[config.mk]
export PLATFORM = sky130hd
export DESIGN_NAME = hh_spike_detect
export DESIGN_NICKNAME = d
export VERILOG_FILES = /design/src/rtl/hh_spike_detect.sv
export SDC_FILE = /design/constraint.sdc
export NUM_CORES = 1
export LEC_CHECK = 0
export ABC_CLOCK_PERIOD_IN_PS = 5500
export CAP_MARGIN = 20
export CORE_AREA = 2 2 97 99
export DETAILED_ROUTE_END_ITERATION = 6
export DIE_AREA = 0 0 99 101
export PLACE_DENSITY_LB_ADDON = 0.25
export SLEW_MARGIN = 15
export SYNTH_ARGS = -nofsm -noshare
export SYNTH_HDL_FRONTEND = slang
export SYNTH_SLANG_ARGS = --single-unit
[constraint.sdc]
create_clock -name clk -period 5.5 [get_ports clk]
set_input_delay 0.55 -clock clk [delete_from_list [all_inputs] [get_ports clk]]
set_output_delay 0.55 -clock clk [all_outputs]
set_load 0.1 [all_outputs]
[src/rtl/hh_spike_detect.sv]
// Hysteresis spike detector for the hh neuron V stream: spike events, count, ISI and peak capture.
// Latency: 1 cycle from the sampling edge to spike, isi_valid and count. No backpressure: only v_valid qualifies input.
module hh_spike_detect #(
  parameter int WIDTH = 14,
  parameter int CNT_W = 8,
  parameter int ISI_W = 16,
  parameter int REF_W = 8
) (
  input  logic             clk,
  input  logic             rst,
  input  logic [WIDTH-1:0] v_in,
  input  logic             v_valid,
  input  logic [WIDTH-1:0] thresh_hi,
  input  logic [WIDTH-1:0] thresh_lo,
  input  logic [REF_W-1:0] refr_len,
  output logic             spike,
  output logic [CNT_W-1:0] spike_count,
  output logic [ISI_W-1:0] isi,
  output logic             isi_valid,
  output logic [WIDTH-1:0] peak_v,
  output logic             armed
);

  typedef enum logic [1:0] {
    WAIT_LOW = 2'd0,
    ARMED    = 2'd1,
    ABOVE    = 2'd2,
    REFRACT  = 2'd3
  } state_t;

  state_t state, state_nxt;

  logic signed [WIDTH-1:0] v_s;
  logic signed [WIDTH-1:0] hi_s;
  logic signed [WIDTH-1:0] lo_s;
  logic signed [WIDTH-1:0] peak_run;
  logic signed [WIDTH-1:0] peak_max;

  logic             ge_hi;
  logic             le_lo;
  logic             lt_lo;
  logic             fire;
  logic             latch_peak;
  logic             load_refr;
  logic             dec_refr;
  logic             first_seen;
  logic [REF_W-1:0] refr_cnt;
  logic [ISI_W-1:0] isi_cnt;
  logic [ISI_W-1:0] isi_inc;

  assign v_s  = $signed(v_in);
  assign hi_s = $signed(thresh_hi);
  assign lo_s = $signed(thresh_lo);

  assign ge_hi = (v_s >= hi_s);
  assign le_lo = (v_s <= lo_s);
  assign lt_lo = (v_s <  lo_s);

  assign peak_max = (v_s > peak_run) ? v_s : peak_run;

  // Saturating increment doubles as the "counter+1" ISI value on a spike sample.
  assign isi_inc = (isi_cnt == {ISI_W{1'b1}}) ? isi_cnt : isi_cnt + ISI_W'(1);

  always_ff @(posedge clk) begin
    if (rst) begin
      state <= WAIT_LOW;
    end else begin
      state <= state_nxt;
    end
  end

  always_comb begin
    state_nxt  = state;
    fire       = 1'b0;
    latch_peak = 1'b0;
    load_refr  = 1'b0;
    dec_refr   = 1'b0;
    if (v_valid) begin
      case (state)
        WAIT_LOW: begin
          if (le_lo) state_nxt = ARMED;
        end
        ARMED: begin
          if (ge_hi) begin
            state_nxt = ABOVE;
            fire      = 1'b1;
          end
        end
        ABOVE: begin
          if (lt_lo) begin
            latch_peak = 1'b1;
            if (refr_len == '0) begin
              state_nxt = ARMED;
            end else begin
              state_nxt = REFRACT;
              load_refr = 1'b1;
            end
          end
        end
        REFRACT: begin
          dec_refr = 1'b1;
          if (refr_cnt <= REF_W'(1)) state_nxt = ARMED;
        end
        default: state_nxt = WAIT_LOW;
      endcase
    end
  end

  always_ff @(posedge clk) begin
    if (rst) begin
      spike       <= 1'b0;
      spike_count <= '0;
      isi         <= '0;
      isi_valid   <= 1'b0;
      peak_v      <= '0;
      armed       <= 1'b0;
      isi_cnt     <= '0;
      first_seen  <= 1'b0;
      peak_run    <= '0;
      refr_cnt    <= '0;
    end else begin
      spike     <= fire;
      isi_valid <= fire & first_seen;
      armed     <= (state_nxt == ARMED);
      if (v_valid) begin
        isi_cnt <= fire ? '0 : isi_inc;
        if (fire) begin
          spike_count <= spike_count + CNT_W'(1);
          first_seen  <= 1'b1;
          peak_run    <= v_s;
          if (first_seen) isi <= isi_inc;
        end else if (state == ABOVE) begin
          peak_run <= peak_max;
        end
        if (latch_peak) peak_v <= peak_max;
        // A new refr_len only matters at the next refractory entry.
        if (load_refr) begin
          refr_cnt <= refr_len;
        end else if (dec_refr) begin
          refr_cnt <= refr_cnt - REF_W'(1);
        end
      end
    end
  end

endmodule

==> results of run 1 <==
-- registers in the layout, indices dropped and copies added (netlist names) --
| name | count |
|---|---|
| armed | 1 |
| first_seen | 1 |
| isi | 16 |
| isi_cnt | 16 |
| isi_valid | 1 |
| peak_run | 14 |
| peak_v | 14 |
| refr_cnt | 8 |
| spike | 1 |
| spike_count | 8 |
| state | 2 |
-- through the flow --
step | area (um^2) | power (mW) | cells | hold WS (ps) | utilization (%)
after floorplan | 4933 | 0.7680 | 587 | 447.1 | -
after global placement | 5917 | 0.8454 | 769 | 457.5 | 65.91
after detailed placement | 5943 | 0.8530 | 771 | 465.8 | 66.20
after CTS | 6126 | 1.271 | 787 | 481.7 | 68.24
after global routing | 6126 | 1.321 | 787 | 502.4 | 68.24
final | 6126 | 1.267 | 787 | 478.1 | 68.24
-- cell families (layout without fill, tap and decap cells) --
group,after synthesis,count (layout)
AOI/OAI and AO/OA,131,131
xor gates and xnor gates,19,19
adders and majority gates,46,46
buffers and inverters,84,173
DFF,82,82
muxes,43,43
and+or+nand+nor,182,182
-- final timing paths --
path                                           startpoint                  endpoint  slack (ps)
worst max-delay path                             v_in[12]  peak_run[7]$_SDFFE_PP0P_        1940
worst min-delay path                 isi[12]$_SDFFE_PP0P_      isi[12]$_SDFFE_PP0P_         480
worst max register to register  peak_run[13]$_SDFFE_PP0P_  peak_run[7]$_SDFFE_PP0P_        2640
worst min register to register       isi[12]$_SDFFE_PP0P_      isi[12]$_SDFFE_PP0P_         480
-- worst register-to-register path, delay by kind of cell (launching register included) --
family	cells	cell delay, ps
AOI/OAI and AO/OA	3	850
adders and majority gates	1	370
buffers and inverters	1	50
DFF	1	360
muxes	2	690
and+or+nand+nor	2	450
-- cells in the mapped netlist, types with 9 or more instances --
| cell | instances | share of area [%] |
|---|---|---|
| nand2b_1 | 9 | 1.1 |
| inv_1 | 57 | 4.3 |
| xnor2_1 | 14 | 2.5 |
| clkbuf_1 | 19 | 1.4 |
| mux2i_1 | 40 | 8.1 |
| dfxtp_1 | 82 | 33 |
| nor2_1 | 48 | 3.7 |
| ha_1 | 46 | 12 |
| nand2_1 | 58 | 4.4 |
| o21ai_0 | 21 | 2.1 |
| a21oi_1 | 48 | 4.9 |
| nand4_1 | 10 | 1.3 |
| nand3_1 | 21 | 2.1 |
-- layer usage --
layer  routed length, um  GRT usage [%]
met2                5698          41.58
met3                 604          4.508
met1                5226          30.19
met4                 266          8.746
met5                   0              0
-- power breakdown --
group	internal (mW)	switching (mW)	total (mW)
registers	0.603	0.00862	0.612
clock network	0.172	0.253	0.425
logic	0.0985	0.132	0.230
-- final cells by class --
class / count / share of cell area (%)
clock buffers: 9 / 2.022
well taps: 111 / 2.267
flip-flops and latches: 82 / 26.80
multi-input cells: 421 / 48.37
inverters: 58 / 3.554
repair buffers: 99 / 16.03
clock inverters: 7 / 0.9600
-- layout by cell type, fill, tap and decap left out, types with 8 or more instances in the layout --
| master | instances |
|---|---|
| nand2_1 | 58 |
| a21oi_1 | 47 |
| nand4_1 | 10 |
| a211oi_2 | 8 |
| o21ai_0 | 21 |
| clkbuf_8 | 9 |
| inv_1 | 57 |
| nand2b_1 | 9 |
| dfxtp_1 | 82 |
| nor2_1 | 48 |
| nand3_1 | 21 |
| nor3_1 | 8 |
| ha_1 | 46 |
| clkdlybuf4s50_1 | 92 |
| xnor2_1 | 14 |
| mux2i_1 | 39 |
==> key figures, run 1 <==
Status
  – Outcome: finished clean

Yosys
  – Asr flop ratio synth: 0%
  – Yosys warns: 0
  – Adder-cell share of the synthesized area: 11.67%
  – Post-synthesis xor/xnor area fraction: 3.373%
  – EDFF count, synth: 0
  – Top_reg_cell synth: dfxtp_1
  – Post-synthesis instance area: 4933 um^2
  – Main combinational cell family by area after synthesis: compound AO/OA/AOI/OAI gates
  – Post-synthesis mux area share: 8.800%
  – Mapped Nets: 686
  – Unique masters post-synth: 60
  – Mapped Cells: 587
  – Synthesis-stage register bit count: 82
  – Post-Syn Area per Cell: 8.405 um^2
  – Sequential area share after synthesis: 33.27%
  – Post-synthesis compound-gate area fraction: 18.72%
  – Post-synthesis simple-gate area fraction: 17.35%

Worst setup path
  – Critical Path, Cell by Cell: clkdlybuf4s50_1 > ha_1 > and4_1 > a21oi_1 > o21a_1 > o2111ai_4 > and2_0 > a21oi_4 > mux2i_1
  – Startpoint Class: input port
  – Top Family by Delay on Critical Path: compound AO/OA/AOI/OAI gates
  – Worst EP required: 5790 ps
  – Largest stage delay, worst path: 660 ps
  – Critical path fanouts, max: 14
  – Worst r2r path cells: 9
  – Crit. path cell count: 9
  – Worst EP arrival: 3850 ps
  – Slowest cell on crit path: a21oi_4
  – CP Class: in2reg
  – Crit end category: flop
  – CP bufs+invs: 1

Worst hold path
  – Hold Path Stages: 2
  – HP Class: reg2reg

Drt
  – Drt wl/cell: 14.99 um
  – Via count: 4,482
  – Vias per cell: 5.695
  – Drt pass-1 iters: 4
  – # DRC: 0
  – Routed Antenna Nets: 0
  – Initial DRC count: 193
  – Detailed Route WL: 11,800 um

Global route
  – Total GRT Usage: 24.14%
  – Congestion Overflow GR: 0
  – Largest net degree at the start of global routing: 56
  – Antenna violations before repair: 0
  – Global-route wire length before repair: 19,550 um
  – Vias in the first global route: 4,318

STA
  – Final setup fails: 0
  – Peak Freq: 0.2812 GHz
  – Slew Viols, Final: 0
  – Slew Limit Headroom: 33.51%
  – Shortest period the worst path allows: 3556 ps
  – Clk_skew: 16.21 ps
  – RSZ-0062 raised after global routing: false
  – Hold Fails Final Rpt: 0
  – PnR worst setup slack: 1944 ps
  – Worst slew pin tran: 994.2 ps
  – TNS Setup: 0 ps
  – Tcrit/Tclk final: 64.66%

Cells and area
  – Multi-input logic area: 2963 um^2
  – Ant. Diodes: 0
  – Nets: 770
  – Sequential cell area: 1642 um^2
  – Area growth, synth to finish: 24.17%
  – Layout cells sized above 1: 6.657%
  – Filler Cell Count: 748

Die
  – I/O pins: 94
  – Die W: 99 um
  – Die area: 9999 um^2
  – Die height: 101 um
  – Row cnt: 35
  – CORE AREA: 8977 um^2
  – Starting Density: 54.95%

CTS
  – H-tree lvl count: 3
  – CTS Hold Bufs: 0
  – Clock Latency Late Sink: 370 ps
  – Root buf cell: clkbuf_8
  – Clk buf depth: 2
  – Clk sinks: 82
  – Post-CTS sizing: 0
  – CTS Buf Count: 9
  – CTS tree: yes
  – CTS clk-pin slew, worst paths: 100 ps
  – Number of setup buffers added after CTS: 0

Flow run
  – Max-cap violations: 0

Power
  – Leak: 2.325 nW
  – Peak VDD IR: 0.1030 mV
  – PwrDens: 206.8 nW/um^2

Placement
  – Hpwl dp: 8733 um
  – GP Congestion: 0.8478
  – Pre-CTS WS: 1608 ps
  – I/O Buffers: 93
No activity file was read; power rests on OpenSTA's default activity.
==> run 2: changes to the inputs <==
- ABC_CLOCK_PERIOD_IN_PS: 5500 -> 3500
- CORE_AREA: 2 2 97 99 -> 2 2 100 102
- DIE_AREA: 0 0 99 101 -> 0 0 102 104
- clock period: 5.5 -> 3.5 ns (I/O delays scaled with it)
==> run 2 against run 1 <==
Effect of this change:
- sequential share of layout area fell by 0.46 points
- clock-buffer cell count increased by 1
- clock skew decreased by 7.0 ps
- combinational power rose by 61%
- critical path type unchanged
==> key figures, run 2 (synthesis results as in run 1) <==
Die
  – Die W: 102 um
  – Die height: 104 um
  – Die area: 10,610 um^2
  – CORE AREA: 9549 um^2
  – Starting Density: 51.66%
  – I/O pins: 94
  – Row cnt: 36

CTS
  – H-tree lvl count: 3
  – Clk buf depth: 2
  – Number of setup buffers added after CTS: 0
  – Post-CTS sizing: 0
  – Clk sinks: 82
  – CTS Buf Count: 9
  – CTS Hold Bufs: 0
  – CTS clk-pin slew, worst paths: 90 ps
  – CTS tree: yes
  – Clock Latency Late Sink: 370 ps
  – Root buf cell: clkbuf_8

Global route
  – Global-route wire length before repair: 20,230 um
  – Congestion Overflow GR: 0
  – Total GRT Usage: 23.50%
  – Vias in the first global route: 4,402
  – Antenna violations before repair: 0
  – Largest net degree at the start of global routing: 56

Power
  – NetSw: 586.0 uW
  – Switching Fraction: 28.64%
  – PwrDens: 328.2 nW/um^2
  – Sequential power share: 47.0%
  – Peak VDD IR: 0.1962 mV
  – Comb power frac: 18.1%
  – Leak: 2.371 nW
  – Cell Int Power: 1.460 mW
  – Clock share of power: 34.9%

Placement
  – Placed Area: 6030 um^2
  – Dpl cells: 799
  – GP Congestion: 0.8666
  – I/O Buffers: 93
  – Hpwl dp: 9240 um

STA
  – Final setup fails: 0
  – RSZ-0062 raised after global routing: false
  – Hold_ws: 476.0 ps
  – Peak Freq: 0.3376 GHz
  – TNS Setup: 0 ps
  – Worst slew pin tran: 1057 ps
  – Shortest period the worst path allows: 2962 ps
  – Slew Viols, Final: 0
  – Clk_skew: 9.199 ps
  – Tcrit/Tclk final: 84.64%
  – Hold Fails Final Rpt: 0
  – Slew Limit Headroom: 29.54%

Drt
  – Initial DRC count: 138
  – Drt wl/cell: 14.87 um
  – # DRC: 0
  – Detailed Route WL: 12,120 um
  – Met3 routed WL: 504 um
  – Via count: 4,509
  – Vias per cell: 5.533
  – Topmost layer with routed signal wires: met4
  – Routed Antenna Nets: 0
  – Drt pass-1 iters: 5
  – Met2 WL: 6094 um
  – WL met1: 5339 um

Cells and area
  – Post-route cell area: 6233 um^2
  – Filler Cell Count: 817
  – Nets: 776
  – Sequential cell area: 1642 um^2
  – Layout cells sized above 1: 7.478%
  – Multi-input logic area: 2963 um^2
  – Ant. Diodes: 0
  – Area growth, synth to finish: 26.35%
  – Leading cell type in the layout, fill and taps excluded: clkdlybuf4s50_1
  – Biggest regs: isi: 16 flops, isi_cnt: 16 flops
  – Non-Filler Instances: 815
  – Most frequent cells in the layout: 92 x clkdlybuf4s50_1, 82 x dfxtp_1, 58 x nand2_1

Worst setup path
  – CP startpoint: v_in[4]
  – Startpoint Class: input port
  – Crit end category: flop
  – RR Startpoint: peak_run[13]$_SDFFE_PP0P_
  – Critical path fanouts, max: 9
  – Worst EP required: 3770 ps
  – Worst EP arrival: 3230 ps
  – CP Class: in2reg

Status
  – Outcome: finished clean

Worst hold path
  – HP Class: reg2reg
  – Worst hold start: isi[12]$_SDFFE_PP0P_

Flow run
  – Max-cap violations: 0
-- run 2: area by class of cell --
| type | instances | area share, % |
|---|---|---|
| Clock buffer | 10 | 2.208 |
| Multi-Input combinational cell | 421 | 47.53 |
| Inverter | 58 | 3.493 |
| Tap cell | 133 | 2.670 |
| Sequential cell | 82 | 26.33 |
| Clock inverter | 6 | 1.064 |
| Timing Repair Buffer | 105 | 16.70 |
-- run 2: final timing paths --
path | to | cells past startpoint | slack (ps)
min reg2reg | isi[12]$_SDFFE_PP0P_ | 2 | 480
max | isi_cnt[7]$_SDFFE_PP0P_ | 9 | 540
max reg2reg | peak_run[11]$_SDFFE_PP0P_ | 10 | 920
min | isi[12]$_SDFFE_PP0P_ | 2 | 480
-- run 2: worst max-delay path, cell delays in order --
cell	delay [ps]
clkdlybuf4s50_1	510
ha_1	370
a21oi_1	160
a21boi_0	130
o311a_1	360
o21ai_2	380
nand3_1	350
or4_1	550
o31ai_1	80
-- run 2: power groups by stage --
stage	Sequential, mW	Combinational, mW	Clock (mW)
3_5_place_dp	0.983	0.369	0
5_1_grt	0.964	0.409	0.773
6_report	0.962	0.371	0.713
4_1_cts	0.961	0.372	0.731
3_3_place_gp	0.982	0.358	0
2_1_floorplan	1.01	0.198	0
-- run 2: per-stage QoR --
stage | power [mW] | worst slack (ps) | utilization, %
CTS | 2.064 | 554.6 | 65.28
detailed placement | 1.352 | 192.6 | 63.14
floorplan | 1.207 | 995.1 | -
global route | 2.146 | 354.1 | 65.28
finish | 2.046 | 537.6 | 65.28
global placement | 1.340 | 264.5 | 63.14
-- run 2: routing by layer --
| layer | track usage, % | vias to the layer above |
|---|---|---|
| met5 | 0 | - |
| met4 | 7.143 | 0 |
| met3 | 3.898 | 16 |
| met2 | 40.79 | 121 |
| met1 | 29.43 | 2114 |
| li1 | - | 2258 |
